`src/rtl/sr_pulse_driver.sv`:
```
// Push-button front end for an active-low SR latch: synchronise and debounce two buttons,
// then turn debounced presses into fixed-width, mutually exclusive notS/notR pulses.
module sr_pulse_driver #(
   parameter int unsigned DEBOUNCE_CYCLES = 16,
   parameter int unsigned PULSE_CYCLES    = 4,
   parameter int unsigned CNT_W           = 8
) (
   input  logic Clock,
   input  logic nReset,
   input  logic SetButton,
   input  logic ResetButton,
   output logic notS,
   output logic notR,
   output logic Busy,
   output logic Conflict
);

   localparam logic [CNT_W-1:0] DebLast   = CNT_W'(DEBOUNCE_CYCLES - 1);
   localparam logic [CNT_W-1:0] PulseLast = CNT_W'(PULSE_CYCLES - 1);

   typedef enum logic [1:0] {StIdle, StPulseS, StPulseR, StGap} state_e;

   // Channel 0 is the set button, channel 1 the reset button.
   logic [1:0]       w_raw;
   logic [1:0]       r_sync1;
   logic [1:0]       r_sync2;
   logic [1:0]       r_deb;
   logic [1:0]       r_deb_prev;
   logic [1:0]       r_req;
   logic [CNT_W-1:0] r_deb_cnt [2];

   state_e           r_state;
   state_e           w_state_d;
   logic [CNT_W-1:0] r_pcnt;
   logic [CNT_W-1:0] w_pcnt_d;
   logic             r_pend_s;
   logic             r_pend_r;
   logic             w_pend_s_d;
   logic             w_pend_r_d;
   logic             w_want_s;
   logic             w_want_r;
   logic             w_conflict;

   logic             w_nots_d;
   logic             w_notr_d;
   logic             w_busy_d;
   logic             r_nots;
   logic             r_notr;
   logic             r_busy;
   logic             r_conflict;

   assign w_raw = {ResetButton, SetButton};

   always_ff @(posedge Clock or negedge nReset) begin
      if (!nReset) begin
         r_sync1    <= '0;
         r_sync2    <= '0;
         r_deb      <= '0;
         r_deb_prev <= '0;
         r_req      <= '0;
         for (int i = 0; i < 2; i++) begin
            r_deb_cnt[i] <= '0;
         end
      end else begin
         r_sync1    <= w_raw;
         r_sync2    <= r_sync1;
         r_deb_prev <= r_deb;
         // Only a debounced rising edge is a request; releases are ignored.
         r_req      <= r_deb & ~r_deb_prev;
         for (int i = 0; i < 2; i++) begin
            if (r_sync2[i] == r_deb[i]) begin
               r_deb_cnt[i] <= '0;
            end else if (r_deb_cnt[i] == DebLast) begin
               r_deb[i]     <= r_sync2[i];
               r_deb_cnt[i] <= '0;
            end else begin
               r_deb_cnt[i] <= r_deb_cnt[i] + CNT_W'(1);
            end
         end
      end
   end

   // FSM state register
   always_ff @(posedge Clock or negedge nReset) begin
      if (!nReset) begin
         r_state  <= StIdle;
         r_pcnt   <= '0;
         r_pend_s <= 1'b0;
         r_pend_r <= 1'b0;
      end else begin
         r_state  <= w_state_d;
         r_pcnt   <= w_pcnt_d;
         r_pend_s <= w_pend_s_d;
         r_pend_r <= w_pend_r_d;
      end
   end

   assign w_want_s = r_req[0] | r_pend_s;
   assign w_want_r = r_req[1] | r_pend_r;

   // FSM next state; GAP exits through the same arbitration as IDLE so a queued request
   // starts its pulse right after the single gap cycle.
   always_comb begin
      w_state_d  = r_state;
      w_pcnt_d   = r_pcnt;
      w_pend_s_d = r_pend_s;
      w_pend_r_d = r_pend_r;
      w_conflict = 1'b0;
      unique case (r_state)
         StIdle, StGap: begin
            w_pcnt_d   = '0;
            w_pend_s_d = 1'b0;
            w_pend_r_d = 1'b0;
            if (w_want_s && w_want_r) begin
               w_conflict = 1'b1;
               w_state_d  = StIdle;
            end else if (w_want_s) begin
               w_state_d = StPulseS;
            end else if (w_want_r) begin
               w_state_d = StPulseR;
            end else begin
               w_state_d = StIdle;
            end
         end
         StPulseS, StPulseR: begin
            w_pend_s_d = r_pend_s | r_req[0];
            w_pend_r_d = r_pend_r | r_req[1];
            if (r_pcnt == PulseLast) begin
               w_pcnt_d  = '0;
               w_state_d = StGap;
            end else begin
               w_pcnt_d = r_pcnt + CNT_W'(1);
            end
         end
         default: begin
            w_state_d = StIdle;
         end
      endcase
   end

   // FSM outputs, decoded from the next state so they register alongside it
   always_comb begin
      w_nots_d = (w_state_d != StPulseS);
      w_notr_d = (w_state_d != StPulseR);
      w_busy_d = (w_state_d != StIdle);
   end

   always_ff @(posedge Clock or negedge nReset) begin
      if (!nReset) begin
         r_nots     <= 1'b1;
         r_notr     <= 1'b1;
         r_busy     <= 1'b0;
         r_conflict <= 1'b0;
      end else begin
         r_nots     <= w_nots_d;
         r_notr     <= w_notr_d;
         r_busy     <= w_busy_d;
         r_conflict <= w_conflict;
      end
   end

   assign notS     = r_nots;
   assign notR     = r_notr;
   assign Busy     = r_busy;
   assign Conflict = r_conflict;

endmodule

```
`config.mk`:
```
export PLATFORM = sky130hd
export DESIGN_NAME = sr_pulse_driver
export DESIGN_NICKNAME = d
export VERILOG_FILES = /design/src/rtl/sr_pulse_driver.sv
export SDC_FILE = /design/constraint.sdc
export NUM_CORES = 1
export LEC_CHECK = 0
export ABC_CLOCK_PERIOD_IN_PS = 3900
export CAP_MARGIN = 30
export CORE_ASPECT_RATIO = 1.25
export CORE_MARGIN = 2
export CORE_UTILIZATION = 33
export CTS_BUF_LIST = sky130_fd_sc_hd__clkbuf_4 sky130_fd_sc_hd__clkbuf_8
export DETAILED_ROUTE_END_ITERATION = 8
export PLACE_DENSITY = 0.53
export SETUP_SLACK_MARGIN = 0.05
export SLEW_MARGIN = 20
export SYNTH_ARGS = -nofsm -noshare
export SYNTH_HDL_FRONTEND = slang
export SYNTH_SLANG_ARGS = --single-unit
```
`constraint.sdc`:
```
create_clock -name Clock -period 3.9 [get_ports Clock]
set_input_delay 1.17 -clock Clock [delete_from_list [all_inputs] [get_ports Clock]]
set_output_delay 1.17 -clock Clock [all_outputs]
set_load 0.05 [all_outputs]
```
### After elaboration in Yosys (flattened, before gate mapping)

Cells that the tools add are included.

| word-level totals | value |
|---|---|
| bits in registers | 42 |
| input port bits | 4 |
| output and inout port bits | 4 |
| logic and storage cells | 57 |

| operators by class | value |
|---|---|
| $add $sub $neg | 3 |
| eq/ne operators | 10 |
| multiplexer cells | 15 |
| bitwise operators | 6 |
| reductions and logical operators | 7 |

Operator list:

| kind | number |
|---|---|
| $mux 8 | 5 |
| $add 8x1->8 const B | 3 |
| $eq 8x4->1 const B | 2 |
| $pmux 8 s2 | 1 |
| $eq 8x2->1 const B | 1 |
| $mux 2 | 4 |
| $eq 2x2->1 const B | 2 |
| $pmux 1 s2 | 2 |
| $pmux 2 s2 | 1 |
| $reduce_and 2->1 | 2 |
| $reduce_or 2->1 | 2 |
| $and 2x2->2 | 1 |
| $eq 1x1->1 | 2 |
| $eq 2x1->1 const B | 1 |
| $logic_not 2->1 | 1 |
| $mux 1 | 2 |
| $ne 2x1->1 const B | 1 |
| $ne 2x2->1 const B | 1 |
| $not 1->1 | 2 |
| $not 2->2 | 1 |
| $or 1x1->1 | 2 |
| $reduce_bool 2->1 | 1 |
| $logic_and 1x1->1 | 1 |

### Logic depth before layout (Yosys ltp)

Gate-level depths: netlist of the first run.

| logic depth | value |
|---|---|
| word-level depth | 6 |
| gate-level depth with buffers | 4 |
| gate-level depth less buffers | 4 |

### Worst setup path after synthesis of the first run

OpenSTA, ideal clock, no wires.

| timing path | value |
|---|---|
| kind | reg2out |
| from | register r_notr, in the netlist notR |
| to | output notR |
| arrival | 0.656 ns |
| data required time | 2.730 ns |
| path slack | 2.074 ns |
| cell stages (with the launch flop) | 1 |
| buffers on the path | 0 |
| cells stage by stage | dfstp_2 |

RTL lines:

| item | line | source |
|---|---|---|
| from (decl) | 48 | `logic r_notr;` |
| from (signal assigned) | 156 | `r_notr <= w_notr_d;` |
| to (decl) | 13 | `output logic notR,` |

No word-level cell between the ends.

### Worst setup path in the final report of the first run

| timing path | value |
|---|---|
| from | register r_notr, in the netlist notR |
| to | output notR |

No word-level cell between the ends.

==> out/summary.txt, run 1 <==
Status - complete, no violations
CTS Buffer Depth - 2
Drt first pass iters - 4
Largest net degree at the start of global routing - 43
Static Leak - 0.0008499 uW
Design area - 2013 sq um
Placed Area - 1898 sq um
WHS - 0.3527 ns
VDD IR max - 0.1884 mV
Antenna-violating nets left - 0
WL per Instance - 13.00 um
Max-slew violation count - 0
IO buf count - 7
# IOs - 8
Post-CTS Setup Bufs - 0
Die width - 69.31 um
Max Clock Freq - 0.3626 GHz
Main synth FF type - dfrtp_1
Hold Vio Cnt, Final - 0
Core box area - 5116 sq um
CTS H-tree lvls - 2
Die ar. - 5935 sq um
CTS tree - done
Root Buffer Master - clkbuf_8
Post-synth ARST share - 100.0%
Cell Int Power - 706.2 uW
CP Class - register to primary output
Rows - 29
Clk_skew - 0.008455 ns
Unique masters post-synth - 33
CP required - 2.73 ns
Placed instance count - 225
Gate power share - 21.1%
Starting density of the core - 34.38%
Number of global-route vias before repair - 1,228
Gate Count Post-Synth - 157
Vias per cell - 5.316
TNS Setup - 0 ns
Fin crit period - 2.758 ns
Clk pwr share - 28.3%
P_sw - 304.9 uW
Die height - 85.63 um
#FFs+latches synth - 42
Post-synth top area share - 56.90%
Non-Filler Instances - 234
Sequential share of power - 50.6%
Initial antenna violation count - 0
CTS Buf Count - 5
Total GRT Usage - 11.44%
Post-synth EDFFs - 0
Via count - 1,244
Drt total wl - 3041 um
Startpoint types - register
Sw Ratio - 30.16%
Unrepaired setup endpoints after global routing - false
Most frequent cells after synthesis - dfrtp_1 (40), a21oi_1 (14), nor2_1 (12), o21ai_0 (11), or3_1 (11)
Slowest cell on crit path - clkdlybuf4s50_1
Final Core Density - 39.35%
Period utilization - 70.72%
Final-report setup violation count - 0
Worst-path clk slew - 0.08 ns
Synthesized cell area - 1759 sq um
Buf+Inv Stages, Crit Path - 1
Post-route DRC - 0
Clock sink total - 42
Hold Path Class - register to register
Final Wtd Congestion - 0.7306
Max-Cap Viols - 0
Worst Setup End Kind - primary output
Clock latency at the later pin of the worst-skew pair - 0.29 ns
Post-cts sizing count - 0
Max FO, Critical Path - 1
Slew margin rel. - 59.42%
Top post-synthesis cells by area - dfrtp_1 (57%), a21oi_1 (4.0%), or3_1 (3.9%)
Most common cell in the netlist - dfrtp_1
Detailed Place HPWL - 2192 um
Crit-path cells - clkdlybuf4s50_1
Critical Path AT - 1.59 ns
Remaining global-route overflow - 0
Worst Max-Slew Pin Slew - 0.6032 ns
Area grow syn2layout - 14.44%
PwrDens - 502.2 nW/um^2
Layout cells sized above 1 - 10.47%
First-pass GRT wire length - 5382 um
Seq/Total Area, Yosys - 59.89%
Cell taking the most area after synthesis - dfrtp_1
Hold-fix buffers, CTS - 0
Yosys warning total - 0
DRT iter0 DRCs - 81
Antenna diodes - 0
Nets - 178
Mapped Nets - 164
Synth Area per Inst - 11.21 sq um
CP max stage delay - 0.78 ns
CP top delay family - buffers and inverters
-- layout by cell type (no fill, tap or decap), drive strengths merged, types with 2 or more instances in the layout --
cell type and instances:
a41o 2, inv 3, clkbuf 7, buf 2, o21ai 11, a22oi 2, nand4 4, xor2 3
mux2 2, nor2b 8, nand3 9, nor2 12, a2111oi 2, dfstp 2, nor4 2, a21oi 14
nand2b 3, nand2 7, ha 3, a31oi 2, dfrtp 40, or3 12, xnor2 4, clkdlybuf4s50 6
-- kinds of logic after synthesis --
logic type	count (synthesis)	share of synthesized area [%]
compound gates	38	13.51
xor+xnor	7	3.485
fa+ha+maj	3	2.134
buf+inv	4	0.8532
flops	42	59.89
mux	2	1.280
simple gates	61	18.85
-- metal layers --
| metal | vias to the layer above | share of wire [%] | track usage (%) |
|---|---|---|---|
| li1 | 597 | - | - |
| met2 | 17 | 53 | 19.84 |
| met4 | 0 | 2.0 | 5.704 |
| met3 | 6 | 3.2 | 3.760 |
| met1 | 624 | 41 | 12.57 |
| met5 | - | 0 | 0 |
-- final timing paths --
kind | from | end | slack (ns) | depth (start not counted)
max in group asynchronous | nReset | r_deb[0] | 2.71 | 2
hold / removal | r_sync1[0] | r_sync2[0] | 0.35 | 0
setup reg to reg | r_pcnt[4] | r_pcnt[1] | 2.19 | 3
setup / recovery | notR | notR | 1.14 | 1
min in group asynchronous | nReset | r_state[1] | 0.74 | 1
hold reg to reg | r_sync1[0] | r_sync2[0] | 0.35 | 0
-- registers in the layout, indices dropped and copies added, names as in the netlist, 2 cells and up --
signal,flops
r_state,2
r_deb,2
r_req,2
r_pcnt,8
r_sync1,2
r_sync2,2
r_deb_prev,2
r_deb_cnt,16
-- metrics by stage --
| stage | worst slack [ns] | total power [uW] |
|---|---|---|
| after floorplan | 2.074 | 662.6 |
| after global placement | 1.448 | 727.8 |
| after detailed placement | 1.448 | 736.0 |
| after CTS | 1.123 | 1030 |
| after global routing | 1.088 | 1071 |
| final | 1.142 | 1011 |
-- layout make-up --
type,instances,area (sq um)
Clock inverter,1,5.005
Clock buffer,7,90.09
Tap cell,62,77.57
Fill cell,495,3103
Timing Repair Buffer,8,85.08
Inverter,3,11.26
Sequential cell,42,1054
Multi-Input combinational cell,111,690.7
-- power groups by stage --
stage               Sequential, uW  Combinational [uW]  Clock, uW
floorplan                      567                95.8          0
global placement               519                 209          0
detailed placement             521                 215          0
CTS                            512                 217        302
global route                   519                 238        314
finish                         511                 213        287
(Power assumes the default switching activity.)
==> inputs of run 2 (changes only) <==
--- a/config.mk
+++ b/config.mk
@@ -5,7 +5,7 @@
 export SDC_FILE = /design/constraint.sdc
 export NUM_CORES = 1
 export LEC_CHECK = 0
-export ABC_CLOCK_PERIOD_IN_PS = 3900
+export ABC_CLOCK_PERIOD_IN_PS = 2700
 export CAP_MARGIN = 30
 export CORE_ASPECT_RATIO = 1.25
 export CORE_MARGIN = 2
==> constraint.sdc (replaced) <==
create_clock -name Clock -period 2.7 [get_ports Clock]
set_input_delay 0.81 -clock Clock [delete_from_list [all_inputs] [get_ports Clock]]
set_output_delay 0.81 -clock Clock [all_outputs]
set_load 0.05 [all_outputs]
==> run 2 against run 1 <==
Compared with the run above:
- clock skew shrank 0.0048 ns
- register-to-register slack lost 1.2 ns
- non-clock buffer count grew 1
- count of clock-buffer cells in the layout is the same
- die area is the same
- critical path depth is the same
- first-iteration DRC count grew 4.9%
- critical path type unchanged
- largest cell class unchanged
- largest power group unchanged
==> out/summary.txt, run 2 (synthesized netlist as in run 1, its figures left out) <==
Layout cells sized above 1 - 10.47% (unchanged)
Met3 wire length - 102 um (was 97 um)
VDD IR max - 0.2385 mV (was 0.1884 mV)
Largest regs - r_deb_cnt x16, r_pcnt x8 (unchanged)
Crit-path cells - clkdlybuf4s50_1 (unchanged)
Worst Setup End Kind - primary output (unchanged)
Initial antenna violation count - 0 (unchanged)
Clock latency at the later pin of the worst-skew pair - 0.28 ns (was 0.29 ns)
CTS Buf Count - 5 (unchanged)
Placement Setup Slack - 0.5971 ns (was 1.448 ns)
CP required - 1.89 ns (was 2.73 ns)
Max-Cap Viols - 0 (unchanged)
CTS Buffer Depth - 2 (unchanged)
Drt total wl - 3070 um (was 3041 um)
Commonest non-fill, non-tap cell in the layout - dfrtp_1 (unchanged)
Final-report setup violation count - 0 (unchanged)
Via count - 1,231 (was 1,244)
CP top delay family - buffers and inverters (unchanged)
Worst Reg-to-Reg Cells - 3 (unchanged)
Post-CTS Setup Bufs - 0 (unchanged)
First-pass GRT wire length - 5526 um (was 5382 um)
Largest net degree at the start of global routing - 30 (was 43)
Antenna diodes - 0 (unchanged)
Gate power share - 21.5% (was 21.1%)
Sw Ratio - 30.56% (was 30.16%)
R2r endpoint - r_pcnt[1] (unchanged)
Detailed Place HPWL - 2189 um (was 2192 um)
CTS H-tree lvls - 2 (unchanged)
Rows - 29 (unchanged)
Sequential share of power - 51.4% (was 50.6%)
Reg2Reg Launch Point - r_pcnt[4] (unchanged)
Clk_skew - 0.003659 ns (was 0.008455 ns)
Max FO, Critical Path - 1 (unchanged)
PwrDens - 721.7 nW/um^2 (was 502.2 nW/um^2)
Slowest cell on crit path - clkdlybuf4s50_1 (unchanged)
Die width - 69.31 um (unchanged)
Cell Int Power - 1001 uW (was 706.2 uW)
Period utilization - 88.95%
Critical path launch point - notR (unchanged)
Root Buffer Master - clkbuf_8 (unchanged)
WHS - 0.3490 ns (was 0.3527 ns)
Max-slew violation count - 0 (unchanged)
Clock sink total - 42 (unchanged)
IO buf count - 7 (unchanged)
Final worst slack - 0.2983 ns (was 1.142 ns)
Total GRT Usage - 11.83% (was 11.44%)
Vias per cell - 5.261 (was 5.316)
Clk pwr share - 27.1% (was 28.3%)
Nets - 179 (was 178)
Unrepaired setup endpoints after global routing - false (unchanged)
Worst Max-Slew Pin Slew - 0.6438 ns (was 0.6032 ns)
Starting density of the core - 34.38% (unchanged)
Most frequent cells in the layout - dfrtp_1 (40), a21oi_1 (14), nor2_1 (12) (unchanged)
TNS Setup - 0 ns (unchanged)
Worst path depth - 1 (unchanged)
Startpoint types - register (unchanged)
Core box area - 5116 sq um (unchanged)
Final Core Density - 39.03% (was 39.35%)
FILL cells - 485 (was 495)
P_sw - 440.4 uW (was 304.9 uW)
Fin crit period - 2.402 ns
Die height - 85.63 um (unchanged)
Area grow syn2layout - 13.51% (was 14.44%)
Final Wtd Congestion - 0.7320 (was 0.7306)
Hold-fix buffers, CTS - 0 (unchanged)
WL per Instance - 13.12 um (was 13.00 um)
Drt first pass iters - 4 (unchanged)
Buf+Inv Stages, Crit Path - 1 (unchanged)
Area of the multi-input gates - 690.7 sq um (unchanged)
Uppermost layer routed - met4 (unchanged)
CP max stage delay - 0.79 ns (was 0.78 ns)
R2r setup slk - 0.97 ns (was 2.19 ns)
Post-route DRC - 0 (unchanged)
DRT iter0 DRCs - 85 (was 81)
Largest reg by FF count - r_deb_cnt (unchanged)
Hold Path Class - register to register (unchanged)
CP Class - register to primary output (unchanged)
Static Leak - 0.0008436 uW (was 0.0008499 uW)
Die ar. - 5935 sq um (unchanged)
Hold Vio Cnt, Final - 0 (unchanged)
Critical Path AT - 1.59 ns (about the same)
Max Clock Freq - 0.4164 GHz
Met1 wire length - 1334 um (was 1258 um)
Number of global-route vias before repair - 1,269 (was 1,228)
Crit path to - notR (unchanged)
Post-cts sizing count - 0 (unchanged)
Worst-path clk slew - 0.07 ns (was 0.08 ns)
# IOs - 8 (unchanged)
Storage element area - 1054 sq um (unchanged)
Remaining global-route overflow - 0 (unchanged)
Slew margin rel. - 56.77% (was 59.42%)
Antenna-violating nets left - 0 (unchanged)
Max reg flops - 16 (unchanged)
Status - complete, no violations (unchanged)
Met2 wire len - 1589 um (was 1625 um)
CTS tree - done (unchanged)
-- run 2: cell types whose count changed in the layout (fill, tap and decap cells not counted), sizes merged --
cell | previous run | this run
clkinv | 1 | 0
buf | 2 | 3
-- run 2: cell type report --
cell class                      instances  share of cell area [%]
Clock buffer                            7                   4.198
Tap cell                               62                   3.885
Multi-Input combinational cell        111                   34.59
Inverter                                3                  0.5639
Timing Repair Buffer                    9                   4.010
Sequential cell                        42                   52.76
-- run 2: how the worst min path moves through the flow --
stage                from    endpoint  cells past startpoint  slack (ns)
6_report       r_sync1[1]  r_sync2[1]                      0        0.35
3_3_place_gp   r_sync1[1]  r_sync2[1]                      0        0.33
5_1_grt        r_sync1[0]  r_sync2[0]                      0        0.37
3_5_place_dp   r_sync1[1]  r_sync2[1]                      0        0.34
4_1_cts        r_sync1[1]  r_sync2[1]                      0        0.35
2_1_floorplan  r_sync1[0]  r_sync2[0]                      0        0.33
-- run 2: routing by layer --
metal | track usage, % | up-vias
met2 | 20.63 | 29
met3 | 4.700 | 6
met1 | 13.06 | 596
li1 | - | 600
met5 | 0 | -
met4 | 4.278 | 0
-- run 2: worst register-to-register path, stage by stage, from the launching register on --
cell     delay [ns]
dfrtp_1        0.44
or4_4          0.57
or3_4          0.42
and3_1         0.20
-- run 2: per-stage QoR --
stage / cell area, sq um / total power (uW) / cells
3_3_place_gp: 1913 / 1059 / 227
2_1_floorplan: 1759 / 957.1 / 157
4_1_cts: 1997 / 1463 / 234
3_5_place_dp: 1913 / 1064 / 227
6_report: 1997 / 1441 / 234
5_1_grt: 1997 / 1533 / 234
-- run 2: power groups by stage --
stage	Sequential, uW	Combinational (uW)	Clock (uW)
global placement	750	309	0
detailed placement	753	310	0
CTS	741	313	410
floorplan	819	138	0
global route	751	341	441
finish	741	310	391
